--- src/rtl/alu_issue_ctrl_if.sv ---
// Request/response handshake and ALU drive bus for alu_issue_ctrl.
// slave = the sequencer; master = the requester plus the ALU it drives.
interface alu_issue_ctrl_if #(
    parameter int N = 64
);
    logic         req_valid;
    logic         req_ready;
    logic [10:0]  req_opcode;
    logic [N-1:0] req_a;
    logic [N-1:0] req_b;
    logic [N-1:0] alu_a;
    logic [N-1:0] alu_b;
    logic [3:0]   alu_ctrl;
    logic [N-1:0] alu_result;
    logic         alu_zero;
    logic         rsp_valid;
    logic         rsp_ready;
    logic [N-1:0] rsp_result;
    logic         rsp_zero;
    logic         rsp_err;

    modport slave (
        input  req_valid, req_opcode, req_a, req_b, rsp_ready, alu_result, alu_zero,
        output req_ready, rsp_valid, rsp_result, rsp_zero, rsp_err, alu_a, alu_b, alu_ctrl
    );

    modport master (
        output req_valid, req_opcode, req_a, req_b, rsp_ready, alu_result, alu_zero,
        input  req_ready, rsp_valid, rsp_result, rsp_zero, rsp_err, alu_a, alu_b, alu_ctrl
    );
endinterface

--- src/rtl/alu_issue_ctrl.sv ---
// Sequencer that decodes a LEGv8 opcode, drives the ALU for one cycle and
// returns the captured result over a valid/ready response channel.
module alu_issue_ctrl #(
    parameter int N  = 64,
    parameter int CW = 16
) (
    input  logic                clk,
    input  logic                reset_n,
    alu_issue_ctrl_if.slave     bus,
    output logic [CW-1:0]       ops_done,
    output logic [CW-1:0]       err_count
);
    typedef enum logic [1:0] {IDLE, EXEC, RESP} state_t;

    localparam logic [3:0]    CTRL_IDLE = 4'b1111;
    localparam logic [CW-1:0] CNT_ONE   = {{(CW-1){1'b0}}, 1'b1};
    localparam logic [CW-1:0] CNT_MAX   = {CW{1'b1}};

    state_t        state_reg;
    logic [N-1:0]  alu_a_reg;
    logic [N-1:0]  alu_b_reg;
    logic [3:0]    alu_ctrl_reg;
    logic [N-1:0]  rsp_result_reg;
    logic          rsp_zero_reg;
    logic          rsp_err_reg;
    logic [CW-1:0] ops_done_reg;
    logic [CW-1:0] err_count_reg;
    logic [4:0]    dec_next;

    // {legal, alu control code}
    function automatic logic [4:0] decode(input logic [10:0] op);
        casez (op)
            11'b10001011000: decode = 5'b1_0010;  // ADD
            11'b11001011000: decode = 5'b1_0110;  // SUB
            11'b10001010000: decode = 5'b1_0000;  // AND
            11'b10101010000: decode = 5'b1_0001;  // ORR
            11'b11111000010: decode = 5'b1_0010;  // LDUR
            11'b11111000000: decode = 5'b1_0010;  // STUR
            11'b10110100???: decode = 5'b1_0111;  // CBZ
            default:         decode = 5'b0_1111;
        endcase
    endfunction

    assign dec_next = decode(bus.req_opcode);

    always_ff @(posedge clk or negedge reset_n) begin
        if (!reset_n) begin
            state_reg      <= IDLE;
            alu_a_reg      <= '0;
            alu_b_reg      <= '0;
            alu_ctrl_reg   <= CTRL_IDLE;
            rsp_result_reg <= '0;
            rsp_zero_reg   <= 1'b0;
            rsp_err_reg    <= 1'b0;
            ops_done_reg   <= '0;
            err_count_reg  <= '0;
        end else begin
            case (state_reg)
                IDLE: begin
                    if (bus.req_valid) begin
                        if (dec_next[4]) begin
                            alu_a_reg    <= bus.req_a;
                            alu_b_reg    <= bus.req_b;
                            alu_ctrl_reg <= dec_next[3:0];
                            state_reg    <= EXEC;
                        end else begin
                            // Undecodable: answer straight away without touching the ALU.
                            alu_ctrl_reg   <= CTRL_IDLE;
                            rsp_result_reg <= '0;
                            rsp_zero_reg   <= 1'b0;
                            rsp_err_reg    <= 1'b1;
                            state_reg      <= RESP;
                        end
                    end
                end
                EXEC: begin
                    rsp_result_reg <= bus.alu_result;
                    rsp_zero_reg   <= bus.alu_zero;
                    rsp_err_reg    <= 1'b0;
                    alu_ctrl_reg   <= CTRL_IDLE;
                    state_reg      <= RESP;
                end
                RESP: begin
                    if (bus.rsp_ready) begin
                        state_reg <= IDLE;
                        if (ops_done_reg != CNT_MAX) ops_done_reg <= ops_done_reg + CNT_ONE;
                        if (rsp_err_reg && (err_count_reg != CNT_MAX))
                            err_count_reg <= err_count_reg + CNT_ONE;
                    end
                end
                default: state_reg <= IDLE;
            endcase
        end
    end

    assign bus.req_ready  = (state_reg == IDLE);
    assign bus.rsp_valid  = (state_reg == RESP);
    assign bus.rsp_result = rsp_result_reg;
    assign bus.rsp_zero   = rsp_zero_reg;
    assign bus.rsp_err    = rsp_err_reg;
    assign bus.alu_a      = alu_a_reg;
    assign bus.alu_b      = alu_b_reg;
    assign bus.alu_ctrl   = alu_ctrl_reg;
    assign ops_done       = ops_done_reg;
    assign err_count      = err_count_reg;
endmodule
--- src/flat_wrapper.sv ---
// flat-port wrapper written by rule: the top's interface ports become plain ports
module alu_issue_ctrl_flat 
#(
    parameter int N  = 64,
    parameter int CW = 16
)
  (clk, reset_n, ops_done, err_count, bus_req_valid, bus_req_opcode, bus_req_a, bus_req_b, bus_rsp_ready, bus_alu_result, bus_alu_zero, bus_req_ready, bus_rsp_valid, bus_rsp_result, bus_rsp_zero, bus_rsp_err, bus_alu_a, bus_alu_b, bus_alu_ctrl);
  alu_issue_ctrl_if #(.N(N)) bus_i ();
  input  logic clk;
  input  logic reset_n;
  output logic [CW-1:0] ops_done;
  output logic [CW-1:0] err_count;
  input wire logic [$bits(bus_i.req_valid)-1:0] bus_req_valid;
  input wire logic [$bits(bus_i.req_opcode)-1:0] bus_req_opcode;
  input wire logic [$bits(bus_i.req_a)-1:0] bus_req_a;
  input wire logic [$bits(bus_i.req_b)-1:0] bus_req_b;
  input wire logic [$bits(bus_i.rsp_ready)-1:0] bus_rsp_ready;
  input wire logic [$bits(bus_i.alu_result)-1:0] bus_alu_result;
  input wire logic [$bits(bus_i.alu_zero)-1:0] bus_alu_zero;
  output wire logic [$bits(bus_i.req_ready)-1:0] bus_req_ready;
  output wire logic [$bits(bus_i.rsp_valid)-1:0] bus_rsp_valid;
  output wire logic [$bits(bus_i.rsp_result)-1:0] bus_rsp_result;
  output wire logic [$bits(bus_i.rsp_zero)-1:0] bus_rsp_zero;
  output wire logic [$bits(bus_i.rsp_err)-1:0] bus_rsp_err;
  output wire logic [$bits(bus_i.alu_a)-1:0] bus_alu_a;
  output wire logic [$bits(bus_i.alu_b)-1:0] bus_alu_b;
  output wire logic [$bits(bus_i.alu_ctrl)-1:0] bus_alu_ctrl;
  assign bus_i.req_valid = bus_req_valid;
  assign bus_i.req_opcode = bus_req_opcode;
  assign bus_i.req_a = bus_req_a;
  assign bus_i.req_b = bus_req_b;
  assign bus_i.rsp_ready = bus_rsp_ready;
  assign bus_i.alu_result = bus_alu_result;
  assign bus_i.alu_zero = bus_alu_zero;
  assign bus_req_ready = bus_i.req_ready;
  assign bus_rsp_valid = bus_i.rsp_valid;
  assign bus_rsp_result = bus_i.rsp_result;
  assign bus_rsp_zero = bus_i.rsp_zero;
  assign bus_rsp_err = bus_i.rsp_err;
  assign bus_alu_a = bus_i.alu_a;
  assign bus_alu_b = bus_i.alu_b;
  assign bus_alu_ctrl = bus_i.alu_ctrl;
  alu_issue_ctrl #(.N(N), .CW(CW)) u_core (.clk(clk), .reset_n(reset_n), .bus(bus_i), .ops_done(ops_done), .err_count(err_count));
endmodule
--- config.mk ---
export PLATFORM = sky130hd
export DESIGN_NAME = alu_issue_ctrl_flat
export DESIGN_NICKNAME = d
export VERILOG_FILES = /design/src/rtl/alu_issue_ctrl_if.sv /design/src/rtl/alu_issue_ctrl.sv /design/src/flat_wrapper.sv
export SDC_FILE = /design/constraint.sdc
export NUM_CORES = 1
export LEC_CHECK = 0
export CAP_MARGIN = 30
export CORE_MARGIN = 2
export CORE_UTILIZATION = 49
export DETAILED_ROUTE_END_ITERATION = 7
export PLACE_DENSITY = 0.83
export SLEW_MARGIN = 30
export SYNTH_ARGS = -nofsm -noshare
export SYNTH_HDL_FRONTEND = slang
export SYNTH_SLANG_ARGS = --single-unit
--- constraint.sdc ---
create_clock -name clk -period 2.6 [get_ports clk]
set_clock_uncertainty 0.1 [all_clocks]
set_input_delay 0.39 -clock clk [delete_from_list [all_inputs] [get_ports clk]]
set_output_delay 0.39 -clock clk [all_outputs]
set_load 0.005 [all_outputs]
# Yosys cells after proc, flatten, opt, wreduce, memory -nomap -nowiden
# Cells that the tools add are included.
# totals
register_bits	232
out_inout_bits	232
word_cells	52
in_bits	208
# classes
eq_ne	14
addsub	2
reduce_logical	10
muxes	17
# ops
operator	count
$mux 64	2
$pmux 64 s2	1
$eq 11x11->1 const B	6
$add 16x1->16 const B	2
$ne 16x16->1 const B	2
$pmux 5 s5	1
$reduce_and 3->1	4
$eq 8x8->1 const B	1
$mux 4	2
$pmux 4 s2	1
$mux 2	3
$ne 2x2->1 const B	3
$pmux 2 s3	1
$mux 1	4
$pmux 1 s2	2
$reduce_and 2->1	2
$reduce_or 3->1	1
$eq 2x1->1 const B	1
$eq 2x2->1 const B	1
$logic_not 2->1	1
$reduce_bool 2->1	1
$logic_and 1x1->1	1

# Logic depth before layout (Yosys ltp)
# logic_depth
word_depth	6
ltp_mapped	8

# Least setup slack after synthesis
# Ideal clock, no wire load.
# synth_path
path_kind	input -> register
startpoint	input bus_req_opcode[0]
endpoint	register u_core.alu_a_reg[17], in the netlist u_core.bus.alu_a[17]
slack_ns	0.678
stages	7
required_time_ns	2.370
arrival_time_ns	1.692
setup_time_ns	0.130
cell_sequence	or4b_1 -> clkbuf_1 -> clkbuf_1 -> buf_2 -> o211ai_1 -> o311a_1 -> nand3_1
# synth_via
elab_chain_len	4
# synth_rtl
item	line_no	source
start, declared	flat_wrapper.sv:14	input wire logic [$bits(bus_i.req_opcode)-1:0] bus_req_opcode;
$eq 11x11->1	alu_issue_ctrl.sv:32	casez (op)
$reduce_or 3->1 (no source line)	n/a	
$pmux 5 s5 *	alu_issue_ctrl.sv:32	
$reduce_and 3->1 (no source line) *	n/a	
end signal, assigned	alu_issue_ctrl.sv:62	alu_a_reg <= bus.req_a;
end, declared	alu_issue_ctrl.sv:20	logic [N-1:0] alu_a_reg;
# Every way passes the cells marked *; elsewhere a longest branch is shown, timed or not.
# A chain may end at the register's enable or synchronous reset.

# Worst setup path in the final report
# layout_path
startpoint	register u_core.state_reg[0]
endpoint	output bus_rsp_valid
# layout_via
elab_chain_len	1
# layout_rtl
item	line_no	source
start, declared	alu_issue_ctrl.sv:19	state_t state_reg;
start signal, assigned	alu_issue_ctrl.sv:48	state_reg <= IDLE;
start signal, assigned	alu_issue_ctrl.sv:65	state_reg <= EXEC;
start signal, assigned	alu_issue_ctrl.sv:72	state_reg <= RESP;
$eq 2x2->1	alu_issue_ctrl.sv:97	assign bus.rsp_valid = (state_reg == RESP);
end, declared	flat_wrapper.sv:21	output wire logic [$bits(bus_i.rsp_valid)-1:0] bus_rsp_valid;
# Every way passes these cells.

==> metrics.md <==
| Metric | Value |
|---|---|
| Via count | `16,570` |
| Post-synth EDFFs | `0` |
| Total area of multi-input combinational cells | `~7800 um2` |
| Worst setup path class | `reg2out` |
| Worst stage delay on the critical path | `roughly 0.57 ns` |
| Skew-Pair Late Insertion Delay | `between 0.5 and 0.6 ns` |
| Setup Buffers After CTS | `0` |
| Routed length on met2 | `25.63 mm` |
| Vias in the first global route | `15,980` |
| Antenna viol nets, final | `0` |
| Syn-to-layout area delta | `39.31%` |
| Worst setup SP type | `register` |
| Slew @ Worst Pin | `0.6846 ns` |
| Synth area leaders | `dfrtp_1, o211ai_1, o311a_1, nand4_1, a21oi_1` |
| Seq/Total Area, Yosys | `0.3883` |
| Setup violations, final | `0` |
| WP buf/inv | `1` |
| Die Width | `178.8 um` |
| Met3 WL | `6.003 mm` |
| DR top layer | `met5` |
| DP Wirelength | `34.95 mm` |
| # port buffers | `439` |
| Critical Path Fanout Max | `21` |
| Ys async rst share | `1.000` |
| Nets | `2,281` |
| CTS sink cnt | `232` |
| VDD IR-drop max | `0.4073 mV` |
| Crit end category | `primary output` |
| Syn_nets | `1,971` |
| Clock slew at reported path FFs | `0.07 ns` |
| Final hold vios | `0` |
| WP data required | `2.11 ns` |
| Final WL | `54.87 mm` |
| Worst path cell trace | `nor2b_1 > clkdlybuf4s50_1` |
| FF/Latch Area | `slightly below 6000 um2` |
| Core area | `between 20,000 and 30,000 um2` |
| Outcome | `finished, final reports clean` |
| Die H | `178.8 um` |
| H-tree levels | `1` |
| Post-Syn Instances | `1,761` |
| Pwr dens | `454.0 nW/um2` |
| Ys flop type | `dfrtp_1` |
| Top cell type's share of synthesized area | `0.3813` |
| Cell taking the most area after synthesis | `dfrtp_1` |
| Initial drt markers | `between 2,000 and 2,500` |
| TritonRoute pass-1 iters | `5` |
| Fmax | `~0.41 GHz` |
| Min Tclk post-route | `2.430 ns` |
| CTS root buffer | `clkbuf_16` |
| Worst hold margin | `roughly 0.36 ns` |
| Met1 wire length | `20.42 mm` |
| Aggregate global routing overflow | `0` |
| DRC violations left | `0` |
| Most numerous cell in the Yosys netlist | `o211ai_1` |
| Initial Util | `0.5009` |
| Slowest-stage cell, CP | `dfrtp_2` |
| Num rows | `63` |
| Final RePlAce weighted congestion | `between 0.8 and 0.9` |
| Lkg Pwr | `between 8 and 9 nW` |
| Max Cap Viol | `0` |
| Top Family by Delay on Critical Path | `flip-flops` |
| Period utilization | `0.9348` |
| Critical Path AT | `1.94 ns` |
| Yosys cell types | `53` |
| CTS tree | `yes` |
| I/O pins | `440` |
| Num CTS Buffers | `27` |
| Post-synthesis register bit count | `232` |
| Worst hold path class | `in2reg` |
| Yosys synthesis warning count | `0` |
| Initial antenna violation count | `5` |
| Synthesized area | `14,960 um2` |
| Clk buf depth | `3` |
| Commonest cells in the netlist | `o211ai_1, dfrtp_1, clkbuf_1, a21oi_1` |
| # fillers | `2,252` |
| Pin count of the biggest net entering global routing | `120` |
| Vias per std cell | `6.667` |
| Die area | `31,950 um2` |
| Wire per inst | `~22 um` |
| Syn_area_per_cell | `8.498 um2` |
| First-pass GRT wire length | `85.51 mm` |
| Unrepaired setup endpoints after global routing | `false` |
| Gr usage total | `0.3292` |
| Setup TNS Final | `0 ns` |
| Ratio of cells with drive above 1 in the final layout | `0.06648` |
| Relative slew slack | `0.5436` |
| Slew Limit Fails | `0` |
==> final timing paths <==
path | from | end | slack [ns] | depth (start not counted)
hold / removal | bus_req_a[59] | u_core.bus.alu_a[59]$_DFFE_PN0P_ | 0.36 | 3
hold reg to reg | u_core.err_count[13]$_DFFE_PN0P_ | u_core.err_count[13]$_DFFE_PN0P_ | 0.40 | 1
setup reg to reg | u_core.state_reg[0]$_DFFE_PN0P_ | u_core.bus.rsp_result[27]$_DFFE_PN0P_ | 0.44 | 5
max in group asynchronous | reset_n | u_core.bus.alu_a[11]$_DFFE_PN0P_ | 1.48 | 3
setup / recovery | u_core.state_reg[0]$_DFFE_PN0P_ | bus_rsp_valid | 0.17 | 2
min in group asynchronous | reset_n | u_core.bus.alu_a[60]$_DFFE_PN0P_ | 0.38 | 3
==> per-stage QoR <==
step / power, mW / std cells / utilization / setup slack, ns / cell area, um2
floorplan: 4.561 / 1761 / - / 0.6781 / 14960
global placement: 5.411 / 2431 / 0.6657 / 0.08834 / 19890
detailed placement: 5.461 / 2431 / 0.6657 / -0.009132 / 19890
CTS: 9.487 / 2481 / 0.6975 / 0.1525 / 20840
global route: 9.791 / 2484 / 0.6977 / 0.1314 / 20850
finish: 9.466 / 2485 / 0.6978 / 0.1696 / 20850
==> tightest hold or removal path: stages <==
cell and delay (ns):
clkdlybuf4s50_1 0.42, o211ai_1 0.09, nand3_1 0.06
==> report_power, final <==
part	switching [mW]	internal (mW)	total [mW]
combinational	0.817	0.760	1.58
clock	1.63	2.42	4.05
sequential	0.136	3.70	3.84
==> routing by layer <==
| layer | global-route usage | up-vias |
|---|---|---|
| met5 | 0 | - |
| li1 | - | 7404 |
| met1 | 0.4121 | 8038 |
| met2 | 0.5272 | 954 |
| met3 | 0.08991 | 170 |
| met4 | 0.1579 | 2 |
==> cells in the final DEF, fill, tap and decap left out, drive strengths merged, types with 2 or more instances in the layout <==
cell type	n
xor2	13
diode	4
clkinv	8
a211oi	4
buf	63
o2111ai	6
nand2	138
o311a	128
and3	8
nor2b	3
o211ai	260
mux2	2
dfrtp	228
nor4	5
inv	137
xnor2	16
clkinvlp	3
ha	2
and4	5
nor2	11
clkdlybuf4s50	438
bufinv	4
clkbuf	33
dfstp	4
nand3	136
a21o	66
nor3	2
nand4bb	2
nand4	138
a31oi	66
o21ai	2
a21oi	141
==> logic make-up after synthesis <==
| kind of cell | Yosys count | share of synthesized area |
|---|---|---|
| fa+ha+maj | 2 | 0.001672 |
| xor+xnor | 29 | 0.01697 |
| simple gates | 460 | 0.1605 |
| mux | 2 | 0.001505 |
| buf+inv | 357 | 0.09532 |
| flops | 232 | 0.3883 |
| compound gates | 679 | 0.3358 |
==> layout make-up <==
class	instances	share of cell area
Timing Repair Buffer	502	0.2518
Clock inverter	16	0.009663
Clock buffer	33	0.03541
Tap cell	390	0.02341
Inverter	136	0.02449
Sequential cell	232	0.2788
Antenna cell	4	0.0004801
Multi-Input combinational cell	1172	0.3759
==> what timing repair did <==
action / 4_1_cts / 5_1_grt
endpoints found under the hold margin: 228 / 0
hold buffers: 1 / 0
endpoints found under the setup margin: 0 / 0
gates resized for setup: 0 / 0
Note: power is estimated with default switching activity, not from simulation.
